## src/rtl/hazard_stall_ctrl.sv

```systemverilog
// hazard_stall_ctrl: stall/flush controller for the 5-stage MIPS pipeline.
// Handles the hazards that bypassing cannot cover:
//   - load-use
//   - MUL/DIV occupancy of EX
//   - taken branches
//   - interrupt entry
//
// Ports:
//   clk, reset          pipeline clock, asynchronous active-high reset
//   intterupt           external interrupt request (level)
//   rsaddrID, rtaddrID  source register fields of the ID instruction
//   regwriteaddrEX      destination register of the EX instruction
//   MemReadEX           EX instruction is a load
//   MulDivStartEX       EX instruction is MUL/DIV, first EX cycle
//   BranchTakenEX       branch/jump in EX resolved taken
//   PCWrite, IFIDWrite, IDEXWrite    register write enables
//   IFIDFlush, IDEXFlush, EXMEMFlush bubble/flush controls
//   IntTaken            one-cycle pulse, PC loads the exception vector
//   mdbusy              MUL/DIV is occupying EX
//   stallcount          (only with HAZARD_STALLCNT_EN) count of PC-frozen cycles
//
// Optional feature macro: HAZARD_STALLCNT_EN adds the 32-bit stallcount output.
//
// Outputs are combinational from state and inputs so that stalls take effect
// in the same cycle the hazard is seen.
module hazard_stall_ctrl #(
    parameter int unsigned MD_CYCLES = 4,
    parameter int unsigned CNT_W     = 5
) (
    input  logic       clk,
    input  logic       reset,
    input  logic       intterupt,
    input  logic [4:0] rsaddrID,
    input  logic [4:0] rtaddrID,
    input  logic [4:0] regwriteaddrEX,
    input  logic       MemReadEX,
    input  logic       MulDivStartEX,
    input  logic       BranchTakenEX,
    output logic       PCWrite,
    output logic       IFIDWrite,
    output logic       IDEXWrite,
    output logic       IFIDFlush,
    output logic       IDEXFlush,
    output logic       EXMEMFlush,
    output logic       IntTaken,
    output logic       mdbusy
`ifdef HAZARD_STALLCNT_EN
    ,
    output logic [31:0] stallcount
`endif
);

    localparam int unsigned REG_W = 5;
    localparam logic [CNT_W-1:0] MD_LOAD = CNT_W'(MD_CYCLES - 1);

    typedef enum logic [1:0] {
        ST_RUN      = 2'd0,
        ST_MDBUSY   = 2'd1,
        ST_INTFLUSH = 2'd2
    } state_t;

    state_t           state;
    state_t           state_nx;
    logic [CNT_W-1:0] count;
    logic [CNT_W-1:0] count_nx;
    logic             intpending;
    logic             intpending_nx;
    logic             load_use;

    // Register 0 is hardwired to zero, so a load targeting it never stalls.
    assign load_use = MemReadEX && (regwriteaddrEX != REG_W'(0)) &&
                      ((regwriteaddrEX == rsaddrID) || (regwriteaddrEX == rtaddrID));

    // State, counter and pending-interrupt registers.
    always_ff @(posedge clk or posedge reset) begin
        if (reset) begin
            state      <= ST_RUN;
            count      <= '0;
            intpending <= 1'b0;
        end else begin
            state      <= state_nx;
            count      <= count_nx;
            intpending <= intpending_nx;
        end
    end

    // Next-state and output decode.
    always_comb begin
        state_nx   = state;
        count_nx   = count;
        PCWrite    = 1'b1;
        IFIDWrite  = 1'b1;
        IDEXWrite  = 1'b1;
        IFIDFlush  = 1'b0;
        IDEXFlush  = 1'b0;
        EXMEMFlush = 1'b0;
        IntTaken   = 1'b0;
        mdbusy     = 1'b0;

        // A request arriving while one is pending merges into it; the
        // request is retired on the edge leaving INTFLUSH.
        if (state == ST_INTFLUSH) begin
            intpending_nx = 1'b0;
        end else begin
            intpending_nx = intpending | intterupt;
        end

        case (state)
            ST_RUN: begin
                if (intpending) begin
                    // Freeze the front end; the EX instruction completes.
                    state_nx  = ST_INTFLUSH;
                    PCWrite   = 1'b0;
                    IFIDWrite = 1'b0;
                    IDEXFlush = 1'b1;
                end else if (MulDivStartEX) begin
                    state_nx   = ST_MDBUSY;
                    count_nx   = MD_LOAD;
                    PCWrite    = 1'b0;
                    IFIDWrite  = 1'b0;
                    IDEXWrite  = 1'b0;
                    EXMEMFlush = 1'b1;
                    mdbusy     = 1'b1;
                end else if (BranchTakenEX) begin
                    // ID holds a wrong-path instruction, so any load-use match is moot.
                    IFIDFlush = 1'b1;
                    IDEXFlush = 1'b1;
                end else if (load_use) begin
                    PCWrite   = 1'b0;
                    IFIDWrite = 1'b0;
                    IDEXFlush = 1'b1;
                end
            end

            ST_MDBUSY: begin
                PCWrite    = 1'b0;
                IFIDWrite  = 1'b0;
                IDEXWrite  = 1'b0;
                EXMEMFlush = 1'b1;
                mdbusy     = 1'b1;
                count_nx   = count - CNT_W'(1);
                // Last busy cycle: let the result through into EX/MEM.
                // The <= also guards against a stuck counter at zero.
                if (count <= CNT_W'(1)) begin
                    state_nx   = ST_RUN;
                    EXMEMFlush = 1'b0;
                    count_nx   = '0;
                end
            end

            ST_INTFLUSH: begin
                state_nx  = ST_RUN;
                IntTaken  = 1'b1;
                IFIDFlush = 1'b1;
                IDEXFlush = 1'b1;
            end

            default: begin
                state_nx = ST_RUN;
            end
        endcase
    end

`ifdef HAZARD_STALLCNT_EN
    // Counts every cycle in which the PC is held; wraps naturally.
    always_ff @(posedge clk or posedge reset) begin
        if (reset) begin
            stallcount <= '0;
        end else if (!PCWrite) begin
            stallcount <= stallcount + 32'd1;
        end
    end
`endif

endmodule

```

## config.mk

```make
export PLATFORM = sky130hd
export DESIGN_NAME = hazard_stall_ctrl
export DESIGN_NICKNAME = d
export VERILOG_FILES = /design/src/rtl/hazard_stall_ctrl.sv
export SDC_FILE = /design/constraint.sdc
export NUM_CORES = 1
export LEC_CHECK = 0
export ABC_AREA = 0
export CAP_MARGIN = 10
export CORE_MARGIN = 4
export CORE_UTILIZATION = 30
export DETAILED_ROUTE_END_ITERATION = 10
export SYNTH_ARGS = -nofsm -noshare
export SYNTH_HDL_FRONTEND = slang
export SYNTH_SLANG_ARGS = --single-unit
```

## constraint.sdc

```tcl
create_clock -name clk -period 1.3 [get_ports clk]
set_input_delay 0.13 -clock clk [delete_from_list [all_inputs] [get_ports clk]]
set_output_delay 0.13 -clock clk [all_outputs]
set_load 0.05 [all_outputs]
```

==> flow_summary.toml <==
[yosys]
syn_nets = 95
yosys-top-cells-area = "dfrtp_1 (32%), xor2_1 (18%), nor2_1 (10%), ha_1 (4.0%), o21a_1 (3.6%)"
async_flop_share = 1.00
synth.distinct_cells = 23
synth_top_area_cell = "dfrtp_1"
ys_ff_latch = 8
synthFlopType = "dfrtp_1"
syn-mean-instance-area_sq_um = 8.58
synth-edff-count = 0
ys_warn_count = 0
syn_inst = 72
synth_seq_area_share = 0.324
syn_area_sq_um = 618
synth_top_area_frac = 0.324

[layout]
stdcell_area_sq_um = 1250
final_nets = 147
area_growth_pct = 103
layout.cells.non_filler = 149
drive_gt1_frac = 0.574
n_antenna_cell = 0
fin_util = 0.638

[placed_design]
post-place-ws_ns = -0.620
port-buffer-count = 28
dpl.hpwl_um = 1420
routabilityCongestion = 0.726
dpl_cell_area_sq_um = 1160
placedCellCount = 142

[worst_setup_path]
crit_path_start_kind = "flop"
worstSetupPathType = "reg2out"
crit_fanout = 3
endpoint_kind = "primary output"
arrival_ns = 1.41
worstPathRequired_ns = 1.17

[sta]
worst_slew_pin_slew_ns = 0.370
slew_headroom = 0.751
max_freq_ghz = 0.648
drv_slew = 0
fin_ws_ns = -0.242
rsz0062_at_grt = "yes"
fin_skew_ns = 0.00548
fin_crit_ns = 1.54
fin_setup_tns_ns = -1.90
finalSetupViolations = 13
hold_violations = 0
period_share = 1.19

[floorplan]
die_w_um = 53.4
core-area_sq_um = 1960
dieHeight_um = 53.4
num_rows = 16
pin_count = 29
initial_core_util = 0.315
die_area_sq_um = 2850

[route]
num_vias = 691
first_iter_violations = 3
drt-pass1-iter-count = 2
wl_um = 1860
drt_drc_violations_left = 0
postRouteAntennaNets = 0
avgRoutedWirePerCell_um = 12.5
viasPerCell = 4.64

[clock_network]
cts_num_sinks = 8
htreeDepth = 1
clk_pin_slew_worst_paths_ns = 0.06
cts_tree = "built"
cts_max_path_buffers = 2
cts_buffers = 3
clockRootBuffer = "clkbuf_4"
clkLatencyLatePin_ns = 0.25
ctsHoldBuffers = 0

[global_route]
grt_pass1_vias = 721
grt_max_degree = 9
grt_util_all_layers = 0.137
antenna_found_initial = 0
grt_first_pass_wirelength_um = 2900
grt_overflow = 0

[power_and_ir_drop]
leakage_nw = 0.552
peakVddDrop_mv = 1.94
pwr_density_cell_nw_per_um2 = 2560

[job]
maxCapViolCount = 0

[status]
violations = "setup timing"
status = "complete, but fails checks"

[hold_path]
hold_class = "in2async"
==> critical path: stages, from the launching register on <==
cell,delay (ns)
dfrtp_1,0.39
and2b_2,0.23
o21a_4,0.13
clkinvlp_4,0.11
buf_4,0.15
buf_12,0.14
==> kinds of logic after synthesis <==
family | Yosys count | synth area share
XOR/XNOR | 13 | 0.184
adder cells (fa/ha/maj) | 2 | 0.0405
buffers and inverters | 7 | 0.0506
AO/OA/AOI/OAI | 17 | 0.206
AND/OR/NAND/NOR | 25 | 0.194
flip-flops | 8 | 0.324
==> cell type report <==
class | count | area (sq um)
Fill cell | 180 | 709
Multi-Input combinational cell | 57 | 503
Timing Repair Buffer | 49 | 468
Sequential cell | 8 | 203
Tap cell | 27 | 33.8
Clock buffer | 3 | 22.5
Inverter | 5 | 22.5
==> placed cells by master (no fill, tap or decap), types with 2 or more instances in the layout <==
cell and instances:
o211ai_1 2, nor2_2 2, a2bb2oi_2 2, clkbuf_4 3
nor3_1 2, nor3_2 2, nor2_1 14, buf_4 19
clkdlybuf4s15_1 2, dfrtp_1 6, dlygate4sd2_1 2, a21oi_2 2
dfrtp_2 2, buf_12 8, inv_2 3, clkdlybuf4s50_1 5
buf_2 11, buf_6 2, xor2_1 12
==> metrics by stage <==
stage | hold WS (ns) | total power [mW]
finish | 0.120 | 3.21
global route | 0.165 | 3.39
CTS | 0.127 | 3.04
detailed placement | 0.400 | 2.68
global placement | 0.395 | 2.66
floorplan | -0.0543 | 1.62
==> sequential cells by signal, summed over array words and instances, names as in the netlist <==
signal,count
state,2
intpending,1
count,5
==> timing repair <==
action,in CTS,in global routing
resized for setup,61,11
pin swaps,17,10
setup buffers,1,3
setup endpoints to repair,10,12
==> where the power goes <==
part	internal [mW]	switching, mW
combinational	1.29	1.26
sequential	0.356	0.107
clock	0.106	0.0892
total	1.75	1.46
==> layer usage <==
metal / part of all wire / global-route usage / up-vias
met3: 0.062 / 0.0169 / 0
met5: 0 / 0 / -
li1: - / - / 346
met2: 0.55 / 0.263 / 21
met4: 0 / 0.0383 / 0
met1: 0.39 / 0.153 / 324
==> path summary, 6_finish.rpt <==
| kind | start | end | slack (ns) | cells after the start |
|---|---|---|---|---|
| max in group asynchronous | reset | state[0]$_DFFE_PP0P_ | 0.92 | 2 |
| min in group clk | intterupt | intpending$_DFF_PP0_ | 0.44 | 3 |
| max | intpending$_DFF_PP0_ | IDEXWrite | -0.24 | 5 |
| max reg2reg | intpending$_DFF_PP0_ | count[1]$_DFFE_PP0P_ | -0.16 | 7 |
| min | reset | count[4]$_DFFE_PP0P_ | 0.12 | 2 |
| min reg2reg | state[1]$_DFFE_PP0P_ | state[1]$_DFFE_PP0P_ | 0.51 | 1 |
==> synthesized netlist by cell type, drive strengths merged (2+ instances only) <==
library cell and n:
nor2 17, xor2 13, dfrtp 8, inv 5, a21oi 4, nor3 4
o21a 3, a2bb2oi 2, buf 2, ha 2, o211ai 2
(Power assumes the default switching activity.)
